==> src/rtl/intf_serializer_pkg.sv <==
// Shared types and constants for the parallel-to-serial frame transmitter.
package intf_serializer_pkg;

   // Widest frame the serializer can carry.
   localparam int MAX_W = 32;

   // Line phases of one frame, plus the idle/accept phase.
   typedef enum logic [2:0] {
      IDLE   = 3'd0,
      START  = 3'd1,
      DATA   = 3'd2,
      PARITY = 3'd3,
      GAP    = 3'd4
   } state_t;

   // Even parity over a word whose unused upper bits are already zero.
   function automatic logic even_parity(input logic [MAX_W-1:0] word);
      return ^word;
   endfunction

endpackage

==> src/rtl/intf_serializer_if.sv <==
// Serial line bundle; FOO carries the frame width into the serializer.
interface test_if #(parameter int FOO = 8) ();

   logic data;

   // Driver side of the serial line.
   modport mp     (output data);
   modport master (output data);
   // Receiver / observer side of the serial line.
   modport slave  (input data);

endinterface

==> src/rtl/intf_serializer_bitcount.sv <==
// Loadable down-counter with zero flag, shared by the DATA and GAP phases.
module ser_bitcount #(
   parameter int CW = 4
) (
   input  logic          clk,
   input  logic          rst_n,
   input  logic          load,
   input  logic          dec,
   input  logic [CW-1:0] load_val,
   output logic          zero
);

   logic [CW-1:0] cnt_r;

   // Load has priority; decrement saturates at zero.
   always_ff @(posedge clk or negedge rst_n) begin
      if (!rst_n) begin
         cnt_r <= {CW{1'b0}};
      end else if (load) begin
         cnt_r <= load_val;
      end else if (dec && (cnt_r != {CW{1'b0}})) begin
         cnt_r <= cnt_r - {{(CW-1){1'b0}}, 1'b1};
      end else begin
         cnt_r <= cnt_r;
      end
   end

   assign zero = (cnt_r == {CW{1'b0}});

endmodule

==> src/rtl/intf_serializer.sv <==
// Parallel-to-serial frame transmitter: start bit, W data bits LSB first,
// optional even parity, then an idle gap. Width comes from the interface.
module intf_serializer
   import intf_serializer_pkg::*;
#(
   parameter int PARITY_EN = 1,
   parameter int IDLE_GAP  = 1
) (
   input  logic        clk,
   input  logic        rst_n,
   input  logic [31:0] in_data,
   input  logic        in_valid,
   output logic        in_ready,
   test_if.mp          intf,
   output logic        frame,
   output logic [7:0]  frames_sent
);

   localparam int W  = intf.FOO;
   localparam int BW = $clog2(W + 1);
   // The shared counter must also hold IDLE_GAP-1 (up to 14).
   localparam int CW = (BW > 4) ? BW : 4;

   localparam logic [MAX_W-1:0] W_MASK    = {MAX_W{1'b1}} >> (MAX_W - W);
   localparam logic [CW-1:0]    DATA_LOAD = CW'(W - 1);
   localparam logic [CW-1:0]    GAP_LOAD  = CW'((IDLE_GAP > 0) ? (IDLE_GAP - 1) : 0);

   state_t            state_r;
   logic [MAX_W-1:0]  shift_r;
   logic              parity_r;
   logic              data_r;
   logic              frame_r;
   logic              ready_r;
   logic [7:0]        frames_r;

   logic              cnt_load_s;
   logic              cnt_dec_s;
   logic [CW-1:0]     cnt_val_s;
   logic              cnt_zero_s;
   logic [MAX_W-1:0]  word_s;

   assign word_s = in_data & W_MASK;

   // Counter control: load bit count on START, gap length at frame end,
   // count down through DATA and GAP.
   always_comb begin
      cnt_load_s = 1'b0;
      cnt_dec_s  = 1'b0;
      cnt_val_s  = {CW{1'b0}};
      case (state_r)
         START: begin
            cnt_load_s = 1'b1;
            cnt_val_s  = DATA_LOAD;
         end
         DATA: begin
            if (!cnt_zero_s) begin
               cnt_dec_s = 1'b1;
            end else if (PARITY_EN == 0) begin
               cnt_load_s = 1'b1;
               cnt_val_s  = GAP_LOAD;
            end else begin
               cnt_dec_s = 1'b0;
            end
         end
         PARITY: begin
            cnt_load_s = 1'b1;
            cnt_val_s  = GAP_LOAD;
         end
         GAP: begin
            cnt_dec_s = 1'b1;
         end
         default: begin
            cnt_dec_s = 1'b0;
         end
      endcase
   end

   ser_bitcount #(.CW(CW)) u_bitcount (
      .clk      (clk),
      .rst_n    (rst_n),
      .load     (cnt_load_s),
      .dec      (cnt_dec_s),
      .load_val (cnt_val_s),
      .zero     (cnt_zero_s)
   );

   // Frame FSM; every output is set one cycle ahead from its own register.
   always_ff @(posedge clk or negedge rst_n) begin
      if (!rst_n) begin
         state_r  <= IDLE;
         shift_r  <= {MAX_W{1'b0}};
         parity_r <= 1'b0;
         data_r   <= 1'b0;
         frame_r  <= 1'b0;
         ready_r  <= 1'b0;
         frames_r <= 8'd0;
      end else begin
         case (state_r)
            IDLE: begin
               data_r  <= 1'b0;
               frame_r <= 1'b0;
               if (ready_r && in_valid) begin
                  shift_r  <= word_s;
                  parity_r <= even_parity(word_s);
                  ready_r  <= 1'b0;
                  data_r   <= 1'b1;
                  frame_r  <= 1'b1;
                  state_r  <= START;
               end else begin
                  ready_r <= 1'b1;
               end
            end
            START: begin
               data_r  <= shift_r[0];
               shift_r <= {1'b0, shift_r[MAX_W-1:1]};
               state_r <= DATA;
            end
            DATA: begin
               if (!cnt_zero_s) begin
                  data_r  <= shift_r[0];
                  shift_r <= {1'b0, shift_r[MAX_W-1:1]};
               end else if (PARITY_EN != 0) begin
                  data_r  <= parity_r;
                  state_r <= PARITY;
               end else begin
                  frames_r <= frames_r + 8'd1;
                  data_r   <= 1'b0;
                  frame_r  <= 1'b0;
                  if (IDLE_GAP > 0) begin
                     state_r <= GAP;
                  end else begin
                     ready_r <= 1'b1;
                     state_r <= IDLE;
                  end
               end
            end
            PARITY: begin
               frames_r <= frames_r + 8'd1;
               data_r   <= 1'b0;
               frame_r  <= 1'b0;
               if (IDLE_GAP > 0) begin
                  state_r <= GAP;
               end else begin
                  ready_r <= 1'b1;
                  state_r <= IDLE;
               end
            end
            GAP: begin
               if (cnt_zero_s) begin
                  ready_r <= 1'b1;
                  state_r <= IDLE;
               end else begin
                  state_r <= GAP;
               end
            end
            default: begin
               data_r  <= 1'b0;
               frame_r <= 1'b0;
               ready_r <= 1'b0;
               state_r <= IDLE;
            end
         endcase
      end
   end

   assign intf.data   = data_r;
   assign frame       = frame_r;
   assign in_ready    = ready_r;
   assign frames_sent = frames_r;

endmodule

==> src/flat_wrapper.sv <==
// flat-port wrapper written by rule: the top's interface ports become plain ports
module intf_serializer_flat import intf_serializer_pkg::*;
#(
   parameter int PARITY_EN = 1,
   parameter int IDLE_GAP  = 1
)
  (clk, rst_n, in_data, in_valid, in_ready, frame, frames_sent, intf_data);
  test_if #(.FOO((5))) intf_i ();
  input  logic clk;
  input  logic rst_n;
  input  logic [31:0] in_data;
  input  logic in_valid;
  output logic in_ready;
  output logic frame;
  output logic [7:0] frames_sent;
  output wire logic [$bits(intf_i.data)-1:0] intf_data;
  assign intf_data = intf_i.data;
  intf_serializer #(.PARITY_EN(PARITY_EN), .IDLE_GAP(IDLE_GAP)) u_core (.clk(clk), .rst_n(rst_n), .in_data(in_data), .in_valid(in_valid), .in_ready(in_ready), .intf(intf_i), .frame(frame), .frames_sent(frames_sent));
endmodule
==> config.mk <==
export PLATFORM = sky130hd
export DESIGN_NAME = intf_serializer_flat
export DESIGN_NICKNAME = d
export VERILOG_FILES = /design/src/rtl/intf_serializer_pkg.sv /design/src/rtl/intf_serializer_if.sv /design/src/rtl/intf_serializer_bitcount.sv /design/src/rtl/intf_serializer.sv /design/src/flat_wrapper.sv
export SDC_FILE = /design/constraint.sdc
export NUM_CORES = 1
export LEC_CHECK = 0
export ABC_AREA = 1
export ABC_CLOCK_PERIOD_IN_PS = 1400
export CAP_MARGIN = 15
export CELL_PAD_IN_SITES_DETAIL_PLACEMENT = 1
export CELL_PAD_IN_SITES_GLOBAL_PLACEMENT = 1
export CORE_UTILIZATION = 28
export DETAILED_ROUTE_END_ITERATION = 12
export PLACE_DENSITY = 0.73
export SLEW_MARGIN = 20
export SYNTH_ARGS = -nofsm -noshare
export SYNTH_HDL_FRONTEND = slang
export SYNTH_SLANG_ARGS = --single-unit
export TNS_END_PERCENT = 100
==> constraint.sdc <==
create_clock -name clk -period 1.4 [get_ports clk]
set_input_delay 0.35 -clock clk [delete_from_list [all_inputs] [get_ports clk]]
set_output_delay 0.35 -clock clk [all_outputs]
set_load 0.05 [all_outputs]
=== Word level (Yosys, flattened, before mapping) ===
Index checks and enable logic that the tools add are counted.

* Word-level logic and storage cells: 54
* Bits in registers: 51
* Output and inout port bits: 11
* Bits of input ports: 35

* Reductions and logical operators: 15
* Mux-type cells: 20
* Equal/unequal tests: 8
* Add/sub/neg operators: 2
* Bitwise operators: 1

{| class="wikitable"
|+ Operators by type and width
! operator !! number
|-
| $pmux 32 s3 || 1
|-
| $mux 32 || 2
|-
| $reduce_xor 32->1 || 1
|-
| $pmux 3 s5 || 1
|-
| $mux 3 || 4
|-
| $add 8x1->8 const B || 1
|-
| $mux 4 || 2
|-
| $eq 3x2->1 const B || 2
|-
| $mux 1 || 6
|-
| $ne 2x1->1 const B || 3
|-
| $reduce_and 2->1 || 3
|-
| $reduce_or 3->1 || 2
|-
| $logic_not 4->1 || 1
|-
| $pmux 1 s2 || 2
|-
| $pmux 1 s4 || 1
|-
| $reduce_bool 4->1 || 1
|-
| $sub 4x1->4 const B || 1
|-
| $eq 3x1->1 const B || 1
|-
| $eq 3x3->1 const B || 1
|-
| $logic_not 3->1 || 1
|-
| $pmux 1 s3 || 1
|-
| $reduce_and 3->1 || 1
|-
| $reduce_bool 3->1 || 1
|-
| $logic_and 1x1->1 || 2
|-
| other kinds (4) || 4
|}

=== Longest topological paths before layout ===
* Depth after elaboration: 6
* Depth in mapped cells: 8
* Gate-level depth less buffers: 8

=== Modules after synthesis ===
Synthesis repeated with hierarchy kept, for this count alone.

* Cell total of the unflattened synthesis: 179
* Area, all modules: 1,321.3 um^2

{| class="wikitable"
|+ By module, submodules not included
! module !! area an instance (um^2) !! seq. area each (um^2) !! times used !! cells each
|-
| intf_serializer || 1,026.0 || 500.5 || 1 || 133
|-
| ser_bitcount || 295.3 || 100.1 || 1 || 46
|}

=== Least setup slack after synthesis ===
No wires, ideal clock.

* Kind: register to register
* Start: register u_core.frames_r[2], in the netlist u_core.frames_sent[2]
* End: register u_core.frames_r[5], in the netlist u_core.frames_sent[5]
* Period minus slack after synthesis: 1,432 ps
* Data required time: 1,280 ps
* Path buffers: 0
* Cell stages (with the launch flop): 8
* Setup time: 120 ps
* Setup slack: -32 ps
* Arrival: 1,313 ps
* Cells stage by stage: dfrtp_1 -> nand2_1 -> nor2_1 -> nand2_1 -> nor2_1 -> nand2_1 -> nand2_1 -> nand2_1

* Cells in the longest elaborated chain, start to end: 1

{| class="wikitable"
|+ Ends and longest elaborated chain
! element !! RTL line !! source
|-
| start: declaration || intf_serializer.sv:34 || <nowiki>logic [7:0] frames_r;</nowiki>
|-
| start signal: assignment || intf_serializer.sv:126 || <nowiki>frames_r <= frames_r + 8'd1;</nowiki>
|-
| start signal: assignment || intf_serializer.sv:138 || <nowiki>frames_r <= frames_r + 8'd1;</nowiki>
|-
| $add 8x1->8 || - ||
|}

Every way passes these cells.
A chain may end at the register's enable or synchronous reset.

=== Worst setup path after layout ===
* Start: register u_core.state_r[0]
* End: register u_core.frames_r[6], in the netlist u_core.frames_sent[6]

* Cells in the longest elaborated chain, start to end: 1

{| class="wikitable"
|+ Ends and longest elaborated chain
! element !! RTL line !! source
|-
| start: declaration || intf_serializer.sv:28 || <nowiki>state_t state_r;</nowiki>
|-
| start signal: assignment || intf_serializer.sv:90 || <nowiki>state_r <= IDLE;</nowiki>
|-
| start signal: assignment || intf_serializer.sv:108 || <nowiki>state_r <= START;</nowiki>
|-
| start signal: assignment || intf_serializer.sv:116 || <nowiki>state_r <= DATA;</nowiki>
|-
| $eq 3x2->1 || intf_serializer.sv:98 || <nowiki>case (state_r)</nowiki>
|}

Every way passes these cells.

==> flow_summary.yaml <==
outcome:
  status: "completed"
sta:
  setup_tns_ns: 0
  max_slew_margin: 0.788
  setup_viol: 0
  clock.fmax_mhz: 750
  finalMaxSlewViolations: 0
  final_hold_viol_count: 0
  rsz0062_at_grt: "true"
  finClkSkew_ns: 0.00240
  fin_ws_ns: 0.0672
  tightest_slew_ns: 0.319
  finalCriticalPeriod_ns: 1.33
  period_share: 0.952
die:
  die_h_um: 70.3
  core_um2: 4410
  core.rowCount: 24
  initial_utilization: 0.296
  die_w_um: 70.3
  ios: 46
  die_area_um2: 4950
yosys:
  synthMuxAreaShare: 0
  synth_edf_count: 0
  yosys.area_share.adder: 0.0191
  synthCells: 179
  synth_top_family_by_area: "simple AND/OR/NAND/NOR gates"
  yosysWarnings: 0
  synthXorXnorAreaFrac: 0.0335
  syn_nets: 216
  synth-seq-cells: 24
  synth_seq_area_share: 0.459
  synth.most_common_cell: "nand2_1"
  syn_area_um2: 1310
  synth_top_area_frac: 0.459
  yosysTopAreaCell: "dfrtp_1"
  yosys-top-cells-area: "dfrtp_1 (46%), nand2_1 (21%), inv_1 (6.6%)"
  synthFlopType: "dfrtp_1"
  syn_area_per_cell_um2: 7.30
  synth_common_cells: "nand2_1 (74), dfrtp_1 (24), inv_1 (23), nand3_1 (16), nor2_1 (11)"
  synthArstFlopShare: 1.00
  synth_compound_area_frac: 0.0478
  synth_simple_gate_area_frac: 0.366
  synth.distinct_cells: 19
route:
  vias_per_cell: 4.62
  drtIter0Drc: 32
  wirelength_um: 3140
  first_pass_iters: 4
  routed_wire_length_per_instance_um: 11.8
  vias: 1234
  ant_nets: 0
  drc: 0
worst_setup_path:
  path_max_fanout: 7
  critPathLaunchType: "register"
  ff2ff_setup_slack_ns: 0.07
  cp.required_ns: 1.61
  critPathArrivalTime_ns: 1.54
  worstSetupPathType: "reg2reg"
  cp-end-kind: "register"
power_and_ir_drop:
  sw_frac_of_total: 0.462
  cell_internal_pwr_w: 0.00227
  switchingPower_w: 0.00195
  power.density_nw_per_um2: 2220
  clockPowerShare: 0.116
  power_frac_comb: 0.587
  power_frac_seq: 0.298
  ir_drop_mv: 0.910
  p_leak_nw: 0.985
clocking:
  cts.clk_slew.worst_paths_ns: 0.09
  clkLatencyLatePin_ns: 0.28
  cts_buffers: 3
  htreeDepth: 1
  root_buffer: "clkbuf_8"
  cts_tree: "yes"
  cts_hold_buf: 0
  clock_path_buffers: 2
  cts.sinks: 24
grt:
  antenna_found_initial: 0
  grt_usage: 0.139
  grt_pass1_wl_um: 5540
  grt_pass1_vias: 1272
  grt-ovfl-total: 0
  grt_max_degree: 25
finish:
  fill_cells: 539
  regArea_um2: 608
  nets: 253
  antenna_cells: 0
  syn_to_final_growth_pct: 45.5
  final_util: 0.431
  stdcell_area_um2: 1900
  multi_input_area_um2: 681
  drive_gt1_frac: 0.251
placed_design:
  port_buffers: 18
  post-place-ws_ns: -0.199
  hpwl_um: 2280
  place.gp.congestion: 0.803
  place_area_um2: 1730
job:
  max-cap-violations: 0
worst_hold_path:
  hp-class: "in2async"
-- metal layers --
metal | share of wire | GRT usage
met1 | 0.47 | 0.167
met4 | 0.018 | 0.0600
met5 | 0 | 0
met3 | 0.018 | 0.0144
met2 | 0.50 | 0.249
-- flip-flops by register name, summed over array words and instances (netlist names) --
name,flops
u_core.intf.data,1
u_core.state_r,3
u_core.frame,1
u_core.u_bitcount.cnt_r,4
u_core.frames_sent,8
u_core.shift_r,5
u_core.in_ready,1
u_core.parity_r,1
-- cell type report --
class,instances,share of cell area
Inverter,26,0.0513
Tap cell,52,0.0342
Multi-Input combinational cell,129,0.358
Sequential cell,24,0.320
Clock buffer,4,0.0289
Timing Repair Buffer,32,0.208
-- power by group through the flow --
| stage | clock network, W | logic, W | registers, W |
|---|---|---|---|
| finish | 0.000488 | 0.00247 | 0.00126 |
| global route | 0.000539 | 0.00275 | 0.00130 |
| CTS | 0.000510 | 0.00241 | 0.00125 |
| detailed placement | 0 | 0.00225 | 0.00125 |
| global placement | 0 | 0.00219 | 0.00125 |
| floorplan | 0 | 0.00111 | 0.00147 |
-- worst max-delay path: stages (launching register included) --
cell and delay (ns):
dfrtp_2 0.45, nand2_1 0.11, nor2_4 0.20, buf_4 0.15, nand3_2 0.07, nor2_1 0.14
xor2_1 0.15
-- metrics by stage --
| step | hold WS, ns | power, W | instances |
|---|---|---|---|
| final | 0.435 | 0.00422 | 267 |
| after global routing | 0.479 | 0.00459 | 267 |
| after CTS | 0.444 | 0.00417 | 262 |
| after detailed placement | 0.468 | 0.00350 | 258 |
| after global placement | 0.468 | 0.00343 | 258 |
| after floorplan | 0.0544 | 0.00258 | 179 |
-- repair_timing --
action	4_1_cts	5_1_grt
buffers inserted	0	5
gates resized for setup	11	7
pin swaps	1	2
setup endpoints to repair	12	13
-- logic make-up after synthesis --
family	Yosys count
simple gates	111
buf+inv	26
flops	24
compound gates	11
xor+xnor	5
fa+ha+maj	2
-- path summary, 6_finish.rpt --
check,from,to,cells past startpoint
hold reg to reg,u_core.shift_r[3],u_core.shift_r[3],2
setup / recovery,u_core.state_r[0],u_core.frames_sent[6],6
max in group asynchronous,rst_n,u_core.state_r[2],2
min in group clk,u_core.shift_r[3],u_core.shift_r[3],2
setup reg to reg,u_core.state_r[0],u_core.frames_sent[6],6
hold / removal,rst_n,u_core.u_bitcount.cnt_r[0],2
-- cells in the final DEF, fill, tap and decap left out, types with 2 or more instances in the layout --
master	Yosys	final
a21oi_1	4	3
a21oi_4	0	2
buf_12	0	11
buf_4	0	14
clkbuf_8	0	4
clkdlybuf4s50_1	0	7
dfrtp_1	24	18
dfrtp_2	0	6
inv_1	23	22
inv_2	3	4
nand2_1	74	74
nand3_1	16	13
nand3_2	1	3
nand3b_1	3	3
nor2_1	11	8
nor2_2	1	3
nor2_4	2	3
o21ai_0	5	5
xnor2_1	3	3
xor2_1	2	2
No activity file was read; power rests on OpenSTA's default activity.
